**src/rtl/keypad_scan_4x4.sv**
```systemverilog
// keypad_scan_4x4
//   Scans a 4x4 matrix keypad, debounces it and emits one key code per
//   physical press for the calculator display/operand stage.
//
// Parameters
//   SCAN_DIV     clk cycles per scan tick (>= 4)
//   DEBOUNCE_CNT consecutive matching tick samples to accept press/release (1..15)
//   CNT_W        width of the tick divider counter
//
// Ports
//   clk          system clock
//   rst          asynchronous, active-high reset
//   col          column sense, active-low, asynchronous to clk
//   row          row drive, active-low, exactly one bit low
//   key_en       one-clk strobe when a debounced press is accepted
//   keyboard_num code of the last accepted key, changes only with key_en
//   key_held     high from the key_en cycle until the release is accepted
module keypad_scan_4x4 #(
  parameter int unsigned SCAN_DIV     = 20000,
  parameter int unsigned DEBOUNCE_CNT = 4,
  parameter int unsigned CNT_W        = 32
) (
  input  logic       clk,
  input  logic       rst,
  input  logic [3:0] col,
  output logic [3:0] row,
  output logic       key_en,
  output logic [3:0] keyboard_num,
  output logic       key_held
);

  typedef enum logic [1:0] {
    SCAN     = 2'd0,
    DEBOUNCE = 2'd1,
    HOLD     = 2'd2
  } state_t;

  localparam logic [CNT_W-1:0] DIV_MAX = CNT_W'(SCAN_DIV - 1);
  localparam logic [3:0]       DEB_TGT = 4'(DEBOUNCE_CNT);

  state_t           state;
  logic [3:0]       col_m;
  logic [3:0]       col_s;
  logic [CNT_W-1:0] div_cnt;
  logic             tick;
  logic [3:0]       deb_cnt;
  logic [3:0]       rel_cnt;
  logic [1:0]       lat_r;
  logic [1:0]       lat_c;
  logic [1:0]       row_idx;
  logic [1:0]       col_idx;
  logic             col_valid;

  // Key code lookup: row index r, column index c.
  function automatic logic [3:0] key_code(input logic [1:0] r, input logic [1:0] c);
    logic [3:0] code;
    case ({r, c})
      4'b00_00: code = 4'h1;
      4'b00_01: code = 4'h2;
      4'b00_10: code = 4'h3;
      4'b00_11: code = 4'hA;
      4'b01_00: code = 4'h4;
      4'b01_01: code = 4'h5;
      4'b01_10: code = 4'h6;
      4'b01_11: code = 4'hB;
      4'b10_00: code = 4'h7;
      4'b10_01: code = 4'h8;
      4'b10_10: code = 4'h9;
      4'b10_11: code = 4'hC;
      4'b11_00: code = 4'hE;
      4'b11_01: code = 4'h0;
      4'b11_10: code = 4'hF;
      default:  code = 4'hD;
    endcase
    return code;
  endfunction

  // Two-flop synchroniser; idle keypad reads all ones.
  always_ff @(posedge clk or posedge rst) begin
    if (rst) begin
      col_m <= '1;
      col_s <= '1;
    end else begin
      col_m <= col;
      col_s <= col_m;
    end
  end

  // Free-running scan tick divider.
  always_ff @(posedge clk or posedge rst) begin
    if (rst) begin
      div_cnt <= '0;
    end else if (div_cnt == DIV_MAX) begin
      div_cnt <= '0;
    end else begin
      div_cnt <= div_cnt + CNT_W'(1);
    end
  end

  assign tick = (div_cnt == DIV_MAX);

  // Only a single low column is a valid key; none or chords are ignored.
  always_comb begin
    col_valid = 1'b1;
    col_idx   = 2'd0;
    case (col_s)
      4'b1110: col_idx = 2'd0;
      4'b1101: col_idx = 2'd1;
      4'b1011: col_idx = 2'd2;
      4'b0111: col_idx = 2'd3;
      default: col_valid = 1'b0;
    endcase
  end

  always_comb begin
    row_idx = 2'd0;
    case (row)
      4'b1101: row_idx = 2'd1;
      4'b1011: row_idx = 2'd2;
      4'b0111: row_idx = 2'd3;
      default: row_idx = 2'd0;
    endcase
  end

  always_ff @(posedge clk or posedge rst) begin
    if (rst) begin
      state        <= SCAN;
      row          <= 4'b1110;
      key_en       <= 1'b0;
      keyboard_num <= '0;
      key_held     <= 1'b0;
      deb_cnt      <= '0;
      rel_cnt      <= '0;
      lat_r        <= '0;
      lat_c        <= '0;
    end else begin
      key_en <= 1'b0;
      if (tick) begin
        case (state)
          SCAN: begin
            if (col_valid) begin
              lat_r   <= row_idx;
              lat_c   <= col_idx;
              deb_cnt <= 4'd1;
              // A single-sample debounce accepts on the first qualifying tick.
              if (DEB_TGT == 4'd1) begin
                key_en       <= 1'b1;
                keyboard_num <= key_code(row_idx, col_idx);
                key_held     <= 1'b1;
                rel_cnt      <= '0;
                state        <= HOLD;
              end else begin
                state <= DEBOUNCE;
              end
            end else begin
              row <= {row[2:0], row[3]};
            end
          end

          DEBOUNCE: begin
            if (col_valid && (col_idx == lat_c)) begin
              deb_cnt <= deb_cnt + 4'd1;
              if ((deb_cnt + 4'd1) == DEB_TGT) begin
                key_en       <= 1'b1;
                keyboard_num <= key_code(lat_r, lat_c);
                key_held     <= 1'b1;
                rel_cnt      <= '0;
                state        <= HOLD;
              end
            end else begin
              row   <= {row[2:0], row[3]};
              state <= SCAN;
            end
          end

          HOLD: begin
            // Row stays frozen; only a sustained all-ones column ends the hold.
            if (col_s == 4'b1111) begin
              if ((rel_cnt + 4'd1) == DEB_TGT) begin
                rel_cnt  <= '0;
                key_held <= 1'b0;
                row      <= {row[2:0], row[3]};
                state    <= SCAN;
              end else begin
                rel_cnt <= rel_cnt + 4'd1;
              end
            end else begin
              rel_cnt <= '0;
            end
          end

          default: state <= SCAN;
        endcase
      end
    end
  end

endmodule

```
**config.mk**
```make
export PLATFORM = sky130hd
export DESIGN_NAME = keypad_scan_4x4
export DESIGN_NICKNAME = d
export VERILOG_FILES = /design/src/rtl/keypad_scan_4x4.sv
export SDC_FILE = /design/constraint.sdc
export NUM_CORES = 1
export LEC_CHECK = 0
export ABC_CLOCK_PERIOD_IN_PS = 2700
export BUFFER_PORTS_ARGS = -buffer_cell sky130_fd_sc_hd__buf_4
export CAP_MARGIN = 20
export CORE_MARGIN = 2
export CORE_UTILIZATION = 60
export CTS_CLUSTER_DIAMETER = 100
export DETAILED_ROUTE_END_ITERATION = 8
export PLACE_DENSITY = 0.78
export REMOVE_ABC_BUFFERS = 1
export SLEW_MARGIN = 20
export SYNTH_ARGS = -nofsm -noshare
export SYNTH_HDL_FRONTEND = slang
export SYNTH_SLANG_ARGS = --single-unit
```
**constraint.sdc**
```tcl
create_clock -name clk -period 2.7 [get_ports clk]
set_input_delay 0.54 -clock clk [delete_from_list [all_inputs] [get_ports clk]]
set_output_delay 0.54 -clock clk [all_outputs]
set_load 0.01 [all_outputs]
```
### Word level (Yosys, flattened, before mapping)

Memories as Yosys holds them, arrays and structs flattened. A register that Yosys moved wholly into a read port is not among the register bits.
Index checks and enable logic that the tools add are counted.
Widths: inputs -> output; s select.

| word-level totals | value |
|---|---|
| register bits after elaboration | 60 |
| bits in read-only memories | 64 |
| output and inout port bits | 10 |
| logic and storage cells | 82 |
| memories kept | 1 |

| cells by class | value |
|---|---|
| add/sub/neg operators | 3 |
| equal/unequal tests | 22 |
| multiplexer cells | 32 |
| reduce and logical (&&, ||, !) cells | 13 |

Memory list:

| memory | words | bits a word | read ports | clocked after Yosys merged registers in | write ports | line | text |
|---|---|---|---|---|---|---|---|
| (name not given) | 16 | 4 | 1 | 1 | 0 | 57 | `case ({r, c})` |

Operators by type and width:

| operator | number |
|---|---|
| $mux 4 | 10 |
| $add 32x1->32 const B | 1 |
| $eq 32x15->1 const B | 1 |
| $mux 32 | 1 |
| $eq 4x4->1 const B | 6 |
| $pmux 2 s3 | 3 |
| $eq 4x3->1 const B | 4 |
| $pmux 4 s2 | 2 |
| $ne 2x2->1 const B | 7 |
| $pmux 4 s3 | 1 |
| $reduce_and 4->1 | 3 |
| $reduce_and 6->1 | 2 |
| $mux 2 | 5 |
| $mux 1 | 9 |
| $add 4x1->4 const B | 2 |
| $reduce_and 5->1 | 1 |
| $reduce_bool 2->1 | 2 |
| $reduce_or 4->1 | 1 |
| $ne 3x3->1 const B | 1 |
| $reduce_and 3->1 | 1 |
| $reduce_bool 3->1 | 1 |
| $eq 2x1->1 const B | 1 |
| $eq 2x2->1 | 1 |
| $eq 2x2->1 const B | 1 |
| 3 further kinds | 3 |

### Logic depth before layout (Yosys ltp)

Gate-level depths: netlist (run 1).

| logic depth | value |
|---|---|
| depth after elaboration | 7 |
| depth in mapped cells | 7 |
| mapped depth without buffers | 6 |

### Worst setup path before layout (run 1)

Ideal clock, no wire load.

| timing | value |
|---|---|
| path kind | flip-flop to flip-flop |
| start | reg col_s[1] |
| end | reg keyboard_num[0] |
| data arrival time | 2.132 ns |
| path slack | 0.443 ns |
| stages on the path, launching flop included | 7 |
| buffers on the path | 1 |
| clock period less this slack | 2.257 ns |
| path through | dfstp_2 > buf_4 > or4b_4 > o22ai_4 > nor2_2 > nor4_4 > mux2_4 |

| between the ends | value |
|---|---|
| longest elaborated chain between the ends | 5 |
| elaborated cells between the ends (all ways) | 10 |
| those cells by class | eq/ne: 5; mux: 2; reduce/logical: 3 |

RTL lines:

| item | line | text |
|---|---|---|
| start: declaration | 43 | `logic [3:0] col_s;` |
| start signal: assignment | 85 | `col_s <= col_m;` |
| $eq 4x3->1 / $eq 4x4->1 (equally long branches) | 106 | `case (col_s)` |
| $pmux 2 s3 / $reduce_or 4->1 (equally long branches) | n/a |  |
| $eq 2x2->1 / $mux 1 (equally long branches) | 161, 106 |  |
| $logic_and 1x1->1 (*) | 161 | `if (col_valid && (col_idx == lat_c)) begin` |
| $reduce_and 4->1 (no line) (*) | n/a |  |
| end: declaration | 28 | `output logic [3:0] keyboard_num,` |

Mark *: on every way between the ends. The rest lies on a longest branch, timed or not.
A chain may end at the register's enable or synchronous reset.

### Worst setup path in the final report (run 1)

| timing | value |
|---|---|
| start | reg col_s[1] |
| end | reg keyboard_num[3] |

The elaborated chain is that of the path after synthesis.

==> results of run 1 <==
==> worst max-delay path, cell delays in order (launching register included) <==
cell     delay [ns]
dfstp_2        0.62
or4b_4         0.50
o22ai_4        0.25
nor2_2         0.10
nor4_4         0.48
mux2_4         0.35
==> through the flow <==
stage | power [mW] | hold slack (ns)
after global placement | 1.04 | 0.347
after detailed placement | 1.04 | 0.347
after CTS | 1.99 | 0.159
after global routing | 2.04 | 0.188
after floorplan | 1.02 | 0.345
final | 1.96 | 0.161
==> routing by layer <==
layer	vias up	GRT usage, %	part of all wire (%)
li1	1168	-	-
met1	1166	32.7	48
met2	56	32.3	45
met3	15	5.00	4.5
met4	0	11.4	2.1
met5	-	0	0
==> power by group <==
group          switching, mW  total (mW)  internal (mW)
logic                 0.0278      0.0440         0.0162
clock network          0.345       0.942          0.597
registers            0.00831       0.979          0.970
total                  0.381        1.96           1.58
==> cell type report <==
class / count / area [µm²] / area share, %
tap: 72 / 90.1 / 2.35
clock inverter: 2 / 60.1 / 1.57
inverter: 8 / 30.0 / 0.784
sequential: 64 / 1620 / 42.2
multi-input combinational: 231 / 1700 / 44.5
clock buffer: 14 / 173 / 4.51
timing repair buffer: 21 / 158 / 4.12
==> Yosys cell counts (all sizes together), types with 3 or more instances <==
| master | count |
|---|---|
| xor2 | 19 |
| a21oi | 3 |
| a22o | 3 |
| nor2b | 7 |
| xnor2 | 16 |
| nand3 | 17 |
| mux2i | 4 |
| inv | 8 |
| dfrtp | 53 |
| ha | 10 |
| and2 | 3 |
| or4 | 3 |
| clkbuf | 3 |
| dfstp | 11 |
| and4 | 4 |
| mux2 | 13 |
| and3 | 14 |
| nand2b | 3 |
| nor4 | 8 |
| nor3 | 8 |
| o21ai | 9 |
| nand4 | 7 |
| nand2 | 23 |
| buf | 4 |
| nand3b | 3 |
| nor2 | 25 |
==> logic make-up after synthesis <==
kind of cell | count (synthesis)
flops | 64
xor+xnor | 35
fa+ha+maj | 10
simple gates | 134
buf+inv | 15
mux | 17
compound gates | 35
==> state kept, by name, indices dropped and copies added, names as in the netlist <==
name / flops
row: 4
key_en: 1
keyboard_num: 4
lat_r: 2
state: 2
div_cnt: 32
lat_c: 2
col_m: 4
deb_cnt: 4
rel_cnt: 4
key_held: 1
col_s: 4
==> cell usage in the layout, fill, tap and decap left out, drive strengths merged, types with 2 or more instances in the layout <==
cell and count:
bufinv 2, buf 21, or2 2, and2 3, and4 4, and3 14
nand4 7, nand2b 3, xor2 19, clkbuf 14, dfrtp 53, nor4bb 2
mux2 13, nor2b 7, nand3b 3, nor2 25, a21oi 3, ha 10
dfstp 11, a21o 2, inv 8, a22oi 2, nor3 8, nand2 23
o21ai 9, a22o 3, nand3 17, xnor2 16, nor4 8, a31oi 2
or4 3, mux2i 4
==> final timing paths <==
kind | start | end | slack (ns) | depth (start not counted)
max in group asynchronous | rst | row[3] | 1.85 | 3
min in group clk | col[2] | col_m[2] | 0.31 | 1
hold reg to reg | col_m[0] | col_s[0] | 0.35 | 0
hold / removal | rst | div_cnt[28] | 0.16 | 2
setup / recovery | col_s[1] | keyboard_num[3] | 0.29 | 5
setup reg to reg | col_s[1] | keyboard_num[3] | 0.29 | 5
==> results.py, run 1 <==
metrics = {
    "outcome": {
        "status": "finished, final reports clean",
    },
    "critical_path": {
        "crit_fanout": 10,
        "critPathKind": "reg -> reg",
        "worst_setup_path_end_kind": "flop",
        "arrival_ns": 2.62,
        "start_kind": "flop",
        "critPathRequiredTime_ns": 2.92,
    },
    "clock_network": {
        "post_cts_buffers": 0,
        "clock_sinks": 64,
        "numCtsBuffers": 9,
        "clk_pin_slew_ns": 0.07,
        "cts_root_buffer": "clkbuf_8",
        "worstSkewPairLatency_ns": 0.33,
        "hold_buffers": 0,
        "cts_buffer_depth": 2,
        "cts-htree-levels": 3,
        "cts_tree": "built",
        "ctsResizeCount": 0,
    },
    "global_route": {
        "grt_pass1_vias": 2397,
        "grt_pass1_wl_mm": 11.0,
        "track_usage_pct": 22.7,
        "overflow": 0,
        "antenna_found_initial": 0,
        "grt_max_degree": 28,
    },
    "yosys": {
        "synth_seq_area_share_pct": 47.7,
        "yosysTopAreaCell": "dfrtp_1",
        "synth_edf_count": 0,
        "synth_xor_xnor_area_share_pct": 9.05,
        "synthFlopType": "dfrtp_1",
        "syn_area_mm2": 0.00339,
        "synth_area_leaders": "dfrtp_1 (39%), dfstp_2 (8.5%), xor2_1 (4.9%)",
        "yosys_warnings": 0,
        "syn_inst": 310,
        "syn_area_per_cell_um2": 10.9,
        "synth_seq_cells": 64,
        "synth_compound_area_share_pct": 8.01,
        "async_reset_ff_share_pct": 100,
        "synth_fa_ha_area_share_pct": 3.69,
        "synth_top_area_share_pct": 39.1,
        "synth_top_family_by_area": "simple AND/OR/NAND/NOR gates",
        "synth_simple_gate_area_share_pct": 23.6,
        "synth_cell_types": 60,
        "muxShareOfSynthArea_pct": 5.95,
    },
    "placed_design": {
        "place_ws_ns": 0.311,
        "placed_cells": 396,
        "post-dp-hpwl_mm": 4.43,
        "port_buffers": 15,
        "dpl_cell_area_mm2": 0.00360,
        "place_congestion": 0.884,
    },
    "timing": {
        "slew_viol_final": 0,
        "finalSetupViolCount": 0,
        "min_period_ns": 2.41,
        "rsz0062_at_grt": "no",
        "fin_skew_ns": 0.00752,
        "setup_tns_ns": 0,
        "max_freq_mhz": 415,
        "setup_ws_ns": 0.291,
        "finalHoldViolCount": 0,
        "worst_pin_slew_ns": 0.716,
        "maxSlewHeadroom_pct": 51.7,
        "finalCritPeriodShare_pct": 89.2,
    },
    "floorplanning": {
        "dieArea_mm2": 0.00626,
        "die_h_um": 79.1,
        "die_w_um": 79.1,
        "initial_utilization_pct": 61.9,
        "rows": 27,
        "core_area_mm2": 0.00547,
        "io_pins": 16,
    },
    "pwr": {
        "p_leak_nw": 1.85,
        "peakVddDrop_v": 0.000387,
        "powerDensity_mw_per_mm2": 513,
    },
    "finish": {
        "fin_nets": 351,
        "instances_no_fill": 412,
        "design_area_mm2": 0.00383,
        "antenna_cells": 0,
        "drive_gt1_share_pct": 22.1,
        "fillers": 418,
        "utilization_pct": 70.0,
        "syn2layout_area_growth_pct": 13.0,
    },
    "routing": {
        "viasPerCell": 5.84,
        "wl_per_cell_um": 15.2,
        "drtAntennaViolNets": 0,
        "drtIter0Drc": 233,
        "first_pass_iters": 4,
        "vias": 2405,
        "wirelength_mm": 6.26,
        "drcViolationCount": 0,
    },
    "hold_path": {
        "hp-class": "in -> async",
    },
    "flow_run": {
        "cap_violations": 0,
    },
}
Note: power is estimated with default switching activity, not from simulation.
==> inputs of run 2 (changes only) <==
ABC_CLOCK_PERIOD_IN_PS = not set   (was 2700)
clock period = 3 ns   (was 2.7 ns; I/O delays follow)
==> run 2 against run 1 <==
Die area did not move. Hold slack better by 0.086 ns. Largest power group unchanged. Clock skew hardly changed. Core utilization is 0.89 points lower. Sequential share of layout area up 0.54 points. Critical path depth unchanged. Combinational power down 14%. Sequential cell count stayed put.
==> results.py, run 2 (synthesis results as in run 1) <==
metrics = {
    "critical_path": {
        "cp-startpoint": "col_s[1]",
        "slowest_stage": "dfstp_2",
        "worst_setup_path_end_kind": "flop",
        "crit_chain": "or4b_4, o22ai_4, nor2_2, nor4_4, mux2_4",
        "path_buf_inv": 0,
        "start_kind": "flop",
        "arrival_ns": 2.63,
        "cpPeakStageDelay_ns": 0.63,
        "path_delay_family": "simple AND/OR/NAND/NOR gates",
        "crit_fanout": 10,
        "crit-reg2reg-launch": "col_s[1]",
        "critPathRequiredTime_ns": 3.22,
        "critPathKind": "reg -> reg",
    },
    "routing": {
        "drtAntennaViolNets": 0,
        "drtIter0Drc": 146,
        "drcViolationCount": 0,
        "first_pass_iters": 5,
        "viasPerCell": 5.72,
        "vias": 2345,
        "wl_per_cell_um": 14.4,
        "wirelength_mm": 5.92,
    },
    "timing": {
        "finalHoldViolCount": 0,
        "max_freq_mhz": 416,
        "slew_viol_final": 0,
        "worst_pin_slew_ns": 0.920,
        "finalSetupViolCount": 0,
        "finalCritPeriodShare_pct": 80.1,
        "fin_skew_ns": 0.00779,
        "hold_slack_ns": 0.247,
        "maxSlewHeadroom_pct": 37.9,
        "rsz0062_at_grt": "no",
        "min_period_ns": 2.40,
        "setup_tns_ns": 0,
    },
    "placed_design": {
        "post-dp-hpwl_mm": 4.28,
        "place_congestion": 0.829,
        "port_buffers": 15,
    },
    "global_route": {
        "overflow": 0,
        "antenna_found_initial": 0,
        "grt_max_degree": 27,
        "grt_pass1_vias": 2232,
        "grt_pass1_wl_mm": 10.2,
        "track_usage_pct": 20.9,
    },
    "clock_network": {
        "numCtsBuffers": 9,
        "clock_sinks": 64,
        "post_cts_buffers": 0,
        "cts_tree": "built",
        "cts-htree-levels": 3,
        "hold_buffers": 0,
        "cts_root_buffer": "clkbuf_8",
        "cts_buffer_depth": 2,
        "ctsResizeCount": 0,
        "clk_pin_slew_ns": 0.07,
        "worstSkewPairLatency_ns": 0.34,
    },
    "pwr": {
        "peakVddDrop_v": 0.000370,
        "p_sw_share_pct": 20.4,
        "p_clk_share_pct": 44.4,
        "switchingPower_uw": 338,
        "combPwrFrac_pct": 2.3,
        "powerDensity_mw_per_mm2": 437,
        "seqPwrFrac_pct": 53.3,
        "p_int_mw": 1.31,
        "p_leak_nw": 1.83,
    },
    "finish": {
        "fin_nets": 349,
        "syn2layout_area_growth_pct": 11.6,
        "final_common_cell": "dfrtp_1",
        "regMostFlops": "div_cnt",
        "drive_gt1_share_pct": 21.6,
        "antenna_cells": 0,
        "largest_reg_flops": 32,
        "most-common-layout-cells": "dfrtp_1 (53), nand2_1 (23), nor2_1 (22)",
    },
    "outcome": {
        "status": "finished, final reports clean",
    },
    "floorplanning": {
        "rows": 27,
        "die_w_um": 79.1,
        "io_pins": 16,
        "initial_utilization_pct": 61.9,
        "dieArea_mm2": 0.00626,
        "die_h_um": 79.1,
        "core_area_mm2": 0.00547,
    },
    "hold_path": {
        "hp-class": "in -> async",
    },
    "flow_run": {
        "cap_violations": 0,
    },
}
run 2: power by group through the flow:
stage | Combinational, mW | Sequential (mW) | Clock, mW
floorplan | 0.0259 | 0.894 | 0
global placement | 0.0383 | 0.895 | 0
detailed placement | 0.0392 | 0.896 | 0
CTS | 0.0395 | 0.881 | 0.744
global route | 0.0441 | 0.881 | 0.786
finish | 0.0380 | 0.881 | 0.733
run 2: cell type report:
class                      count  area (µm²)
clock inverter                 3        40.0
inverter                       8        30.0
clock buffer                  13         159
sequential                    64        1620
fill                         436        1690
tap                           72        90.1
multi-input combinational    231        1700
timing repair buffer          19         143
run 2: final timing paths:
| kind | end | slack (ns) | depth (start not counted) |
|---|---|---|---|
| max in group asynchronous | col_m[0] | 2.05 | 3 |
| hold / removal | deb_cnt[0] | 0.25 | 2 |
| setup / recovery | keyboard_num[0] | 0.60 | 5 |
| min in group clk | col_s[0] | 0.35 | 0 |
| setup reg to reg | keyboard_num[0] | 0.60 | 5 |
| hold reg to reg | col_s[0] | 0.35 | 0 |
run 2: through the flow:
stage               area (µm²)  power (mW)  utilization [%]  worst slack (ns)  cells
floorplan                 3350       0.920                -             0.780    303
detailed placement        3580       0.935             65.4             0.614    394
global route              3780        1.71             69.1             0.398    410
finish                    3780        1.65             69.1             0.598    410
CTS                       3780        1.66             69.1             0.607    410
global placement          3580       0.934             65.4             0.662    394
run 2: routing by layer:
metal / global-route usage, % / share of wire (%)
met5: 0 / 0
met3: 4.09 / 3.2
met4: 8.79 / 1.3
met1: 30.4 / 51
met2: 30.8 / 45
